File: src/rtl/macguffin_pkg.sv
`default_nettype none
// ============================================================================
//  Module      : macguffin_pkg
//  Description : Shared types and helpers for the block packer: byte width,
//                bytes-per-block helper, packer state encoding and the
//                block completion (zero fill / PKCS#7 fill) function.
//  Revision    : 1.0 - initial release
// ============================================================================
package macguffin_pkg;

    localparam int BYTE_W          = 8;
    // Widest block the fill helper can handle; packer blocks must not exceed it.
    localparam int MAX_BLOCK_W     = 256;
    localparam int MAX_BLOCK_BYTES = MAX_BLOCK_W / BYTE_W;

    typedef enum logic [0:0] {
        COLLECT = 1'b0,
        PAD     = 1'b1
    } pack_state_t;

    // Number of whole bytes carried by one block of the given width.
    function automatic int bytes_per_block(input int block_w);
        return block_w / BYTE_W;
    endfunction

    // Completes a block. blk holds nbytes collected bytes right-justified
    // (most recent byte in bits [7:0]). The result is left-justified within the
    // low nblk bytes: first byte on top, the nblk-nbytes unused low bytes filled
    // with zero, or with the PKCS#7 value nblk-nbytes when pad_en is set.
    function automatic logic [MAX_BLOCK_W-1:0] fill_block(
        input logic [MAX_BLOCK_W-1:0] blk,
        input int                     nbytes,
        input int                     nblk,
        input logic                   pad_en
    );
        logic [MAX_BLOCK_W-1:0] res;
        int                     nfill;
        logic [BYTE_W-1:0]      fill_val;
        nfill    = nblk - nbytes;
        fill_val = pad_en ? nfill[BYTE_W-1:0] : '0;
        res      = blk << (nfill * BYTE_W);
        for (int b = 0; b < MAX_BLOCK_BYTES; b++) begin
            if (b < nfill) begin
                res[b*BYTE_W +: BYTE_W] = fill_val;
            end
        end
        return res;
    endfunction

endpackage
`default_nettype wire

File: src/rtl/axis_block_packer.sv
`default_nettype none
// ============================================================================
//  Module      : axis_block_packer
//  Description : Packs an 8-bit AXI4-Stream byte stream into BLOCK_SIZE-bit
//                blocks for the encryption pipeline. A message ends on
//                s_axis_tlast; its final (possibly partial) block is completed
//                and flagged with m_axis_tlast. Sustains one byte per cycle.
//                Build option AXIS_PKCS7_PAD_EN: when defined, final blocks are
//                PKCS#7 padded (with an extra full pad block when the message
//                ends on a block boundary); when undefined, unused low bytes of
//                a partial final block are zero-filled.
//                BLOCK_SIZE must be a multiple of 8, at least 16 and at most
//                MAX_BLOCK_W.
//  Revision    : 1.0 - initial release
// ============================================================================
module axis_block_packer
    import macguffin_pkg::*;
#(
    parameter int BLOCK_SIZE = 64
) (
    input  logic                  clk,
    input  logic                  rst,
    input  logic [BYTE_W-1:0]     s_axis_tdata,
    input  logic                  s_axis_tvalid,
    input  logic                  s_axis_tlast,
    output logic                  s_axis_tready,
    output logic [BLOCK_SIZE-1:0] m_axis_tdata,
    output logic                  m_axis_tvalid,
    output logic                  m_axis_tlast,
    input  logic                  m_axis_tready
);

    localparam int c_NBYTES = bytes_per_block(BLOCK_SIZE);
    localparam int c_CNT_W  = (c_NBYTES > 1) ? $clog2(c_NBYTES) : 1;
    localparam int c_BUF_W  = BLOCK_SIZE - BYTE_W;
    localparam logic [c_CNT_W-1:0] c_CNT_LAST = c_CNT_W'(c_NBYTES - 1);

`ifdef AXIS_PKCS7_PAD_EN
    localparam logic c_PAD_EN = 1'b1;
    // Extra block sent after a message that ends exactly on a block boundary.
    localparam logic [BLOCK_SIZE-1:0] c_PAD_BLOCK =
        BLOCK_SIZE'(fill_block('0, 0, c_NBYTES, 1'b1));
`else
    localparam logic c_PAD_EN = 1'b0;
`endif

    // ------------------------------------------------------------------------
    // State
    // ------------------------------------------------------------------------
    pack_state_t             r_state;
    logic [c_CNT_W-1:0]      r_cnt;
    // Only N-1 bytes ever wait here: the N-th byte closes the block directly.
    logic [c_BUF_W-1:0]      r_pack_buf;
    logic [BLOCK_SIZE-1:0]   r_m_data;
    logic                    r_m_valid;
    logic                    r_m_last;

    logic                    w_out_free;
    logic                    w_s_ready;
    logic                    w_accept;
    logic                    w_block_end;
    logic                    w_close;
    logic [BLOCK_SIZE-1:0]   w_shift_buf;
    logic [BLOCK_SIZE-1:0]   w_closed_block;

    assign w_out_free  = !r_m_valid || m_axis_tready;
    assign w_block_end = (r_cnt == c_CNT_LAST);
    assign w_accept    = s_axis_tvalid && w_s_ready;
    assign w_close     = w_accept && (w_block_end || s_axis_tlast);
    assign w_shift_buf = {r_pack_buf, s_axis_tdata};

    // Any byte that closes a block (last byte of a block or a tlast byte) needs
    // a free output register; otherwise the closed block would have nowhere to go.
    always_comb begin
        w_s_ready = 1'b0;
        if (r_state == COLLECT) begin
            w_s_ready = w_out_free || (!w_block_end && !s_axis_tlast);
        end
    end

    // Complete the block being closed: collected bytes plus the incoming byte.
    always_comb begin
        w_closed_block = BLOCK_SIZE'(fill_block(MAX_BLOCK_W'(w_shift_buf),
                                                int'(r_cnt) + 1,
                                                c_NBYTES, c_PAD_EN));
    end

    // Packer FSM, byte counter, packing buffer and output block register.
    always_ff @(posedge clk) begin
        if (rst) begin
            r_state    <= COLLECT;
            r_cnt      <= '0;
            r_pack_buf <= '0;
            r_m_data   <= '0;
            r_m_valid  <= 1'b0;
            r_m_last   <= 1'b0;
        end else begin
            if (w_accept) begin
                if (w_close) begin
                    r_cnt      <= '0;
                    r_pack_buf <= '0;
                end else begin
                    r_cnt      <= r_cnt + 1'b1;
                    r_pack_buf <= w_shift_buf[c_BUF_W-1:0];
                end
            end

            if (w_close) begin
                r_m_data  <= w_closed_block;
                r_m_valid <= 1'b1;
`ifdef AXIS_PKCS7_PAD_EN
                // A message ending on a block boundary is not final yet: the
                // pad block that follows carries tlast.
                r_m_last  <= s_axis_tlast && !w_block_end;
                if (s_axis_tlast && w_block_end) begin
                    r_state <= PAD;
                end
`else
                r_m_last  <= s_axis_tlast;
`endif
            end
`ifdef AXIS_PKCS7_PAD_EN
            else if ((r_state == PAD) && w_out_free) begin
                r_m_data  <= c_PAD_BLOCK;
                r_m_valid <= 1'b1;
                r_m_last  <= 1'b1;
                r_state   <= COLLECT;
            end
`endif
            else if (m_axis_tready) begin
                r_m_valid <= 1'b0;
                r_m_last  <= 1'b0;
            end
        end
    end

    assign s_axis_tready = w_s_ready;
    assign m_axis_tdata  = r_m_data;
    assign m_axis_tvalid = r_m_valid;
    assign m_axis_tlast  = r_m_last;

endmodule
`default_nettype wire
File: config.mk
export PLATFORM = sky130hd
export DESIGN_NAME = axis_block_packer
export DESIGN_NICKNAME = d
export VERILOG_FILES = /design/src/rtl/macguffin_pkg.sv /design/src/rtl/axis_block_packer.sv
export SDC_FILE = /design/constraint.sdc
export NUM_CORES = 1
export LEC_CHECK = 0
export ABC_CLOCK_PERIOD_IN_PS = 2350
export CAP_MARGIN = 25
export CORE_AREA = 2 2 135 137
export CTS_CLUSTER_DIAMETER = 30
export CTS_CLUSTER_SIZE = 28
export DETAILED_ROUTE_END_ITERATION = 10
export DIE_AREA = 0 0 137 139
export SLEW_MARGIN = 20
export SYNTH_ARGS = -nofsm -noshare
export SYNTH_HDL_FRONTEND = slang
export SYNTH_SLANG_ARGS = --single-unit
File: constraint.sdc
create_clock -name clk -period 2.35 [get_ports clk]
set_input_delay 0.47 -clock clk [delete_from_list [all_inputs] [get_ports clk]]
set_output_delay 0.47 -clock clk [all_outputs]
set_load 0.01 [all_outputs]
==> parameters.txt, run 1 <==
Parameter                              Value

Outcome
  Run status    finished clean

Power and ir drop
  Worst VDD drop    around 0.00037 V
  Overall power    approximately 5.1 mW
  Lkg Pwr    around 2.6 nW
  Power Dens Cells    667 nW/um^2

Critical path
  Reg2reg path depth    5
  Data required time at the worst endpoint    roughly 1.9 ns
  Maximum fanout along the worst path    2
  Startpoint Class    register
  Launching point of the worst reg2reg path    r_cnt[2]$_SDFFE_PP0P_
  Slack of the worst reg-to-reg path    between 0.2 and 0.3 ns
  Category of the worst setup path capture point    primary output
  Largest stage delay on the critical path    between 0.3 and 0.4 ns
  Critical path's most frequent cell    sky130_fd_sc_hd__ha_1
  Library cell contributing the largest single delay on the critical path    sky130_fd_sc_hd__dfxtp_2
  Crit Path Category    register to primary output
  Capture point of the worst reg-to-reg path    m_axis_tdata[59]$_SDFFE_PP0P_
  Critical-path cell list    ha_1 > ha_1 > or2_2 > nand2_1 > clkbuf_2
  Data arrival time of the critical path    roughly 1.7 ns

Timing
  Unrepaired setup endpoints after global routing    false
  Slew margin rel.    between 50% and 60%
  Setup-failing EPs final    0
  Final Skew    0.00834 ns
  Final Hold Violating Endpoints    0
  Final-layout setup total negative slack    0 ns
  Maximum operating frequency    0.464 GHz
  Fin crit share    roughly nine tenths
  Least-Margin Pin Slew    approximately 0.66 ns
  Shortest period the worst path allows    between 2 and 2.5 ns
  Count of final max-slew check failures    0

GRT
  Number of antenna violations at the first check in global routing    0
  Global-route usage over all layers    between 10% and 20%
  Pin count of the biggest net entering global routing    65
  Wire length of the first global-routing pass    ~29 mm
  Total overflow reported by the global router    0
  Number of global-route vias before repair    between 4k and 5k

Floorplan
  Core ar.    roughly 18000 sq um
  Die Height    about 140 um
  Num ports    80
  Starting Density    34.1%
  # rows    between 40 and 50
  Die Footprint    19000 sq um
  Horizontal die dimension    137 um

Clocking
  Number of buffers on the longest clock path    2
  CTS tree    built
  TritonCTS sink count    roughly 130
  Number of buffers added by the clock tree synthesis step    17
  Hold buffer count at cts    0
  Post-CTS repair timing setup buffer count    0
  Register clock-pin slew on the reported worst setup and hold paths    approximately 0.060 ns
  Clock latency on the worst-skew pair    0.42 ns
  Number of levels in the clock H-tree    4
  Buffer type at the clock tree root    sky130_fd_sc_hd__clkbuf_16

Finish
  Final-layout fill cell count    roughly 1.7k
  Layout Area Growth over Synthesis    27.1%
  Layout cell share with drive strength beyond 1    between 10 and 15%
  Net count, final    between 600 and 700
  Total area of multi-input combinational cells    roughly 3200 sq um
  Most common library cell in the layout ignoring fill and taps    sky130_fd_sc_hd__dfxtp_1
  Count of non-filler cells in the finished layout    916
  Register area    between 2000 and 3000 sq um
  Number of diodes added for antenna fixing    0
  Highest-count cells in the layout ignoring fill and taps    sky130_fd_sc_hd__dfxtp_1 (123), sky130_fd_sc_hd__nor2_1 (99), sky130_fd_sc_hd__a22oi_1 (90)

Route
  Initial DRC count    622
  Iteration count of the initial detailed-routing pass    5
  DRC viols    0
  Ratio of routed vias to standard cells    about 5.7
  Average routed wire per standard cell    ~20 um
  Routed Antenna Nets    0
  Via total after detailed routing    5192
  Total Routed Length    18.0 mm

Logic synthesis
  Number of warnings printed during yosys synthesis    0
  Gate Count Post-Synth    600
  Average instance area after synthesis    about 10 sq um
  Unique masters post-synth    45
  Net Count, Synth    617
  Register bit total from synthesis    about 130
  Count of flip-flops with a built-in enable after synthesis    0
  Most used flip-flop cell after synthesis    sky130_fd_sc_hd__dfxtp_1
  Sequential element share of the synthesized area    about two fifths
  Async S/R FF share, synth    0%
  Area of the mapped netlist    6020 sq um

Job
  Max-cap violation count    0

Worst hold path
  Worst Hold End    m_axis_tdata[7]$_SDFFE_PP0P_
  Cell depth of the worst min-delay path    2
  Worst hold start    m_axis_tdata[7]$_SDFFE_PP0P_
  Worst hold-check path type    register to register

Placement
  Final HPWL DP    12.5 mm
  Instance count after placement with tap cells included    between 800 and 900
  Final weighted congestion in routability-driven placement    around 0.88
  Port Buffers    about 80
[metal layers]
layer | vias to the layer above | share of wire, % | global-route usage [%]
li1 | 2423 | - | -
met1 | 2563 | 44 | 26.4
met2 | 176 | 48 | 30.1
met3 | 30 | 5.2 | 3.47
met4 | 0 | 3.3 | 8.46
met5 | - | 0 | 0
[worst max-delay path: cells and delay by family, from the launching register on]
| kind | cells | cell delay, ns |
|---|---|---|
| buf+inv | 1 | 0.12 |
| simple gates | 2 | 0.39 |
| flops | 1 | 0.34 |
| fa+ha+maj | 2 | 0.42 |
[report_power, final]
part / total, mW / switching [mW] / internal, mW
registers: 2.18 / 0.0282 / 2.15
clock network: 2.44 / 0.942 / 1.49
logic: 0.481 / 0.280 / 0.201
total: 5.10 / 1.25 / 3.85
[final cells by class]
class                           count  area share, %
Clock buffer                       20           5.97
Clock inverter                     10           1.21
Inverter                            5          0.245
Multi-Input combinational cell    417           41.8
Sequential cell                   125           32.8
Tap cell                          229           3.75
Timing Repair Buffer              110           14.3
[worst max path at each step]
stage,startpoint,endpoint,slack [ns],depth (start not counted)
finish,r_cnt[0]$_SDFFE_PP0P_,s_axis_tready,0.20,5
global route,r_cnt[0]$_SDFFE_PP0P_,m_axis_tdata[7]$_SDFFE_PP0P_,0.1,5
CTS,r_cnt[0]$_SDFFE_PP0P_,s_axis_tready,0.04,5
detailed placement,m_axis_tready,m_axis_tdata[50]$_SDFFE_PP0P_,0.05,7
global placement,s_axis_tlast,s_axis_tready,0.10,4
floorplan,r_cnt[0]$_SDFFE_PP0P_,m_axis_tdata[10]$_SDFFE_PP0P_,0.54,8
[state kept, by name, summed over array words and instances, names as in the netlist]
name / cells
m_axis_tdata: 64
r_pack_buf: 56
r_cnt: 3
m_axis_tlast: 1
m_axis_tvalid: 1
[what timing repair did]
| action | in CTS | in global routing |
|---|---|---|
| resized for setup | 1 | 2 |
| setup endpoints to repair | 1 | 1 |
| gates cloned | 0 | 0 |
[cell families after synthesis]
logic type      after synthesis  share of synthesized area [%]
simple gates                178                           13.2
buf+inv                      58                           5.66
fa+ha+maj                     4                          0.832
mux                          63                           18.3
flops                       125                           41.6
compound gates              172                           20.5
[stage by stage]
step,setup slack [ns],area (sq um),hold WS [ns],utilization (%)
final,0.196,7650,0.451,43.3
after detailed placement,0.0472,7100,0.448,40.2
after floorplan,0.543,6020,0.457,-
after global placement,0.104,7100,0.440,40.2
after CTS,0.0369,7650,0.456,43.3
after global routing,0.0976,7650,0.470,43.3
[Yosys cell counts (all sizes together) (2+ instances only)]
| master | n | area [sq um] |
|---|---|---|
| a22o | 8 | 70.1 |
| nand2b | 7 | 43.8 |
| o22ai | 8 | 50.1 |
| nand4 | 2 | 12.5 |
| a21oi | 28 | 140 |
| a22oi | 90 | 676 |
| clkbuf | 21 | 78.8 |
| o2bb2ai | 10 | 87.6 |
| mux2i | 18 | 180 |
| nor4 | 2 | 33.8 |
| inv | 4 | 15.0 |
| nor2b | 3 | 18.8 |
| dfxtp | 125 | 2500 |
| nand2 | 27 | 101 |
| o211ai | 3 | 22.5 |
| buf | 32 | 243 |
| o21a | 3 | 22.5 |
| nor2 | 102 | 390 |
| ha | 4 | 50.1 |
| mux4 | 30 | 751 |
| mux2 | 15 | 169 |
| nor3 | 11 | 65.1 |
| nand3 | 20 | 100 |
| a2111oi | 2 | 17.5 |
| o21ai | 6 | 30.0 |
| a211oi | 11 | 82.6 |
Note: power is estimated with default switching activity, not from simulation.
==> run 2, diff against run 1 <==
- GPL_TIMING_DRIVEN: unset -> 0
==> run 2 against run 1 <==
Against the previous run:
- sequential power barely moved
- sequential cell count stayed put
- via count increased by 6.2%
- die area unchanged
- sequential share of layout area shrank 0.46 points
- setup slack got worse by 0.093 ns
- clock power increased by 18%
- worst hold slack worse by 0.0030 ns
- critical path depth is 3 higher
- largest cell class unchanged
- final area up 1.3%
- count of clock-buffer cells in the layout stayed put
- maximum frequency decreased by 4.2%
==> parameters.txt, run 2 (synthesis results as in run 1) <==
Parameter                              Value

Route
  Routed Antenna Nets    0
  Initial DRC count    between 500 and 600
  DRC viols    0
  Total Routed Length    about 22 mm
  Ratio of routed vias to standard cells    roughly 5.9
  Via total after detailed routing    between 5k and 6k
  Average routed wire per standard cell    approximately 23 um
  Iteration count of the initial detailed-routing pass    5

Timing
  Least-Margin Pin Slew    roughly 0.85 ns
  Hold_ws    approximately 0.45 ns
  Final Skew    about 0.0087 ns
  Unrepaired setup endpoints after global routing    false
  Maximum operating frequency    0.445 GHz
  Slew margin rel.    around 43%
  Shortest period the worst path allows    approximately 2.2 ns
  Fin crit share    approximately 96%
  Setup-failing EPs final    0
  Final Hold Violating Endpoints    0
  Count of final max-slew check failures    0
  PnR worst setup slack    about 0.10 ns

Finish
  Final-layout fill cell count    around 1.7k
  Number of flip-flops under the largest register name    64
  Most common library cell in the layout ignoring fill and taps    sky130_fd_sc_hd__dfxtp_1
  Final core utilization    43.9%
  Highest-count cells in the layout ignoring fill and taps    sky130_fd_sc_hd__dfxtp_1 (125), sky130_fd_sc_hd__nor2_1 (99), sky130_fd_sc_hd__a22oi_1 (90)
  Number of diodes added for antenna fixing    0
  Layout cell share with drive strength beyond 1    ~14%
  Net count, final    between 700 and 800
  Layout Area Growth over Synthesis    28.8%
  Post-route cell area    approximately 7700 sq um

Critical path
  Reg2reg path depth    8
  Crit Path Category    register to register
  Critical path's most frequent cell    sky130_fd_sc_hd__ha_1
  Dominant delay contributor by cell family on the critical path    simple AND/OR/NAND/NOR gates
  Library cell contributing the largest single delay on the critical path    sky130_fd_sc_hd__dfxtp_1
  Largest stage delay on the critical path    0.33 ns
  Startpoint Class    register
  End point of the critical path    r_cnt[0]$_SDFFE_PP0P_
  Critical path launch point    r_cnt[0]$_SDFFE_PP0P_
  Data required time at the worst endpoint    around 2.7 ns
  Critical-path cell list    ha_1 > ha_1 > or2_4 > nor2_2 > buf_2 > buf_4 > nor2_1 > nor3_1
  Category of the worst setup path capture point    register
  Data arrival time of the critical path    about 2.6 ns
  Slack of the worst reg-to-reg path    roughly 0.10 ns
  Launching point of the worst reg2reg path    r_cnt[0]$_SDFFE_PP0P_
  Capture point of the worst reg-to-reg path    r_cnt[0]$_SDFFE_PP0P_
  Number of stages on the worst setup path    8
  Maximum fanout along the worst path    10
  Buffering stage count on the worst path with inverters included    2

Power and ir drop
  Clock network fraction of design power    roughly half
  Overall power    5.57 mW
  Net Sw Frac    23.2%
  Power Dens Cells    a little over 700 nW/um^2
  Fraction of power consumed by sequential logic    39.2%
  Comb power frac    8.9%
  Switching power of the nets    about 1.3 mW
  Internal cell power    4.28 mW
  Worst VDD drop    about 0.00042 V
  Lkg Pwr    roughly 2.7 nW

Placement
  Worst setup slack after placement    -0.228 ns
  Final weighted congestion in routability-driven placement    0.937
  Dpl cell area    between 7000 and 8000 sq um
  Port Buffers    around 80
  Final HPWL DP    16.2 mm

Floorplan
  Core ar.    about 18000 sq um
  Horizontal die dimension    about 140 um
  Num ports    80
  Starting Density    between 30% and 40%
  Die Height    roughly 140 um
  Die Footprint    19000 sq um
  # rows    between 40 and 50

GRT
  Wire length of the first global-routing pass    around 33 mm
  Met3 demand-to-capacity share in global routing    about 5%
  Grt peak-use layer    met2
  Total overflow reported by the global router    0
  Pin count of the biggest net entering global routing    17
  GR Layer Usage met2    about 37%
  Number of global-route vias before repair    approximately 5.4k
  Global-route usage over all layers    around 23%
  Global Route met1 Usage    29.5%
  Number of antenna violations at the first check in global routing    0

Worst hold path
  Worst hold-check path type    register to register

Outcome
  Run status    finished clean

Clocking
  Number of levels in the clock H-tree    4
  CTS tree    built
  TritonCTS sink count    125
  Register clock-pin slew on the reported worst setup and hold paths    0.06 ns
  Buffer type at the clock tree root    sky130_fd_sc_hd__clkbuf_16
  Number of buffers added by the clock tree synthesis step    17
  Number of buffers on the longest clock path    2
  Post-CTS repair timing setup buffer count    0
  Clock latency on the worst-skew pair    around 0.43 ns

Job
  Max-cap violation count    0
==> run 2: changes by cell type in the layout (fill, tap and decap cells not counted), moves of 2 or more <==
| cell | change |
|---|---|
| sky130_fd_sc_hd__dfxtp_1 | +2 |
| sky130_fd_sc_hd__buf_12 | -3 |
| sky130_fd_sc_hd__buf_2 | +17 |
| sky130_fd_sc_hd__dfxtp_2 | -2 |
| sky130_fd_sc_hd__bufinv_16 | +4 |
| sky130_fd_sc_hd__clkinv_2 | +2 |
| sky130_fd_sc_hd__clkinvlp_4 | -3 |
| sky130_fd_sc_hd__buf_4 | -17 |
| sky130_fd_sc_hd__clkbuf_1 | +21 |
==> run 2: power by group through the flow <==
stage | Sequential, mW | Combinational [mW] | Clock (mW)
after floorplan | 2.23 | 0.291 | 0
after global placement | 2.23 | 0.483 | 0
after detailed placement | 2.23 | 0.487 | 0
after CTS | 2.18 | 0.490 | 2.93
after global routing | 2.19 | 0.529 | 3.01
final | 2.19 | 0.496 | 2.89
==> run 2: worst min-delay path by stage <==
stage / end / start / cells past startpoint / slack [ns]
2_1_floorplan: r_pack_buf[48]$_SDFFE_PP0P_ / r_pack_buf[48]$_SDFFE_PP0P_ / 2 / 0.46
3_3_place_gp: m_axis_tdata[3]$_SDFFE_PP0P_ / m_axis_tdata[3]$_SDFFE_PP0P_ / 2 / 0.44
3_5_place_dp: m_axis_tdata[0]$_SDFFE_PP0P_ / m_axis_tdata[0]$_SDFFE_PP0P_ / 2 / 0.44
4_1_cts: m_axis_tdata[0]$_SDFFE_PP0P_ / m_axis_tdata[0]$_SDFFE_PP0P_ / 2 / 0.45
5_1_grt: m_axis_tdata[15]$_SDFFE_PP0P_ / m_axis_tdata[15]$_SDFFE_PP0P_ / 2 / 0.46
6_report: m_axis_tdata[0]$_SDFFE_PP0P_ / m_axis_tdata[0]$_SDFFE_PP0P_ / 2 / 0.45
==> run 2: repair_timing <==
action	4_1_cts	5_1_grt
hold buffers	0	0
endpoints found under the setup margin	1	13
resized for setup	2	4
==> run 2: worst reg2reg max path, stage by stage, from the launching register on <==
cell and delay (ns):
sky130_fd_sc_hd__dfxtp_1 0.33, sky130_fd_sc_hd__ha_1 0.24, sky130_fd_sc_hd__ha_1 0.23, sky130_fd_sc_hd__or2_4 0.29, sky130_fd_sc_hd__nor2_2 0.28, sky130_fd_sc_hd__buf_2 0.33, sky130_fd_sc_hd__buf_4 0.23, sky130_fd_sc_hd__nor2_1 0.05
sky130_fd_sc_hd__nor3_1 0.17
==> run 2: per-layer routing <==
layer	up-vias	share of wire, %
met5	-	0
met4	0	3.8
met3	47	7.5
met2	285	48
met1	2703	41
li1	2480	-
==> run 2: metrics by stage <==
stage	std cells	setup TNS [ns]
after floorplan	600	0
after global placement	908	-3.59
after detailed placement	908	-5.07
after CTS	940	0
after global routing	940	0
final	940	0
==> run 2: layout make-up <==
type                    instances  area (sq um)  area share [%]
clock inverters                12           191            2.47
plain buffers                  53           322            4.15
inverters                       5          18.8           0.242
flip-flops and latches        125          2500            32.3
repair buffers                 79           786            10.1
multi-input cells             417          3190            41.1
well taps                     229           287            3.70
clock buffers                  20           457            5.89
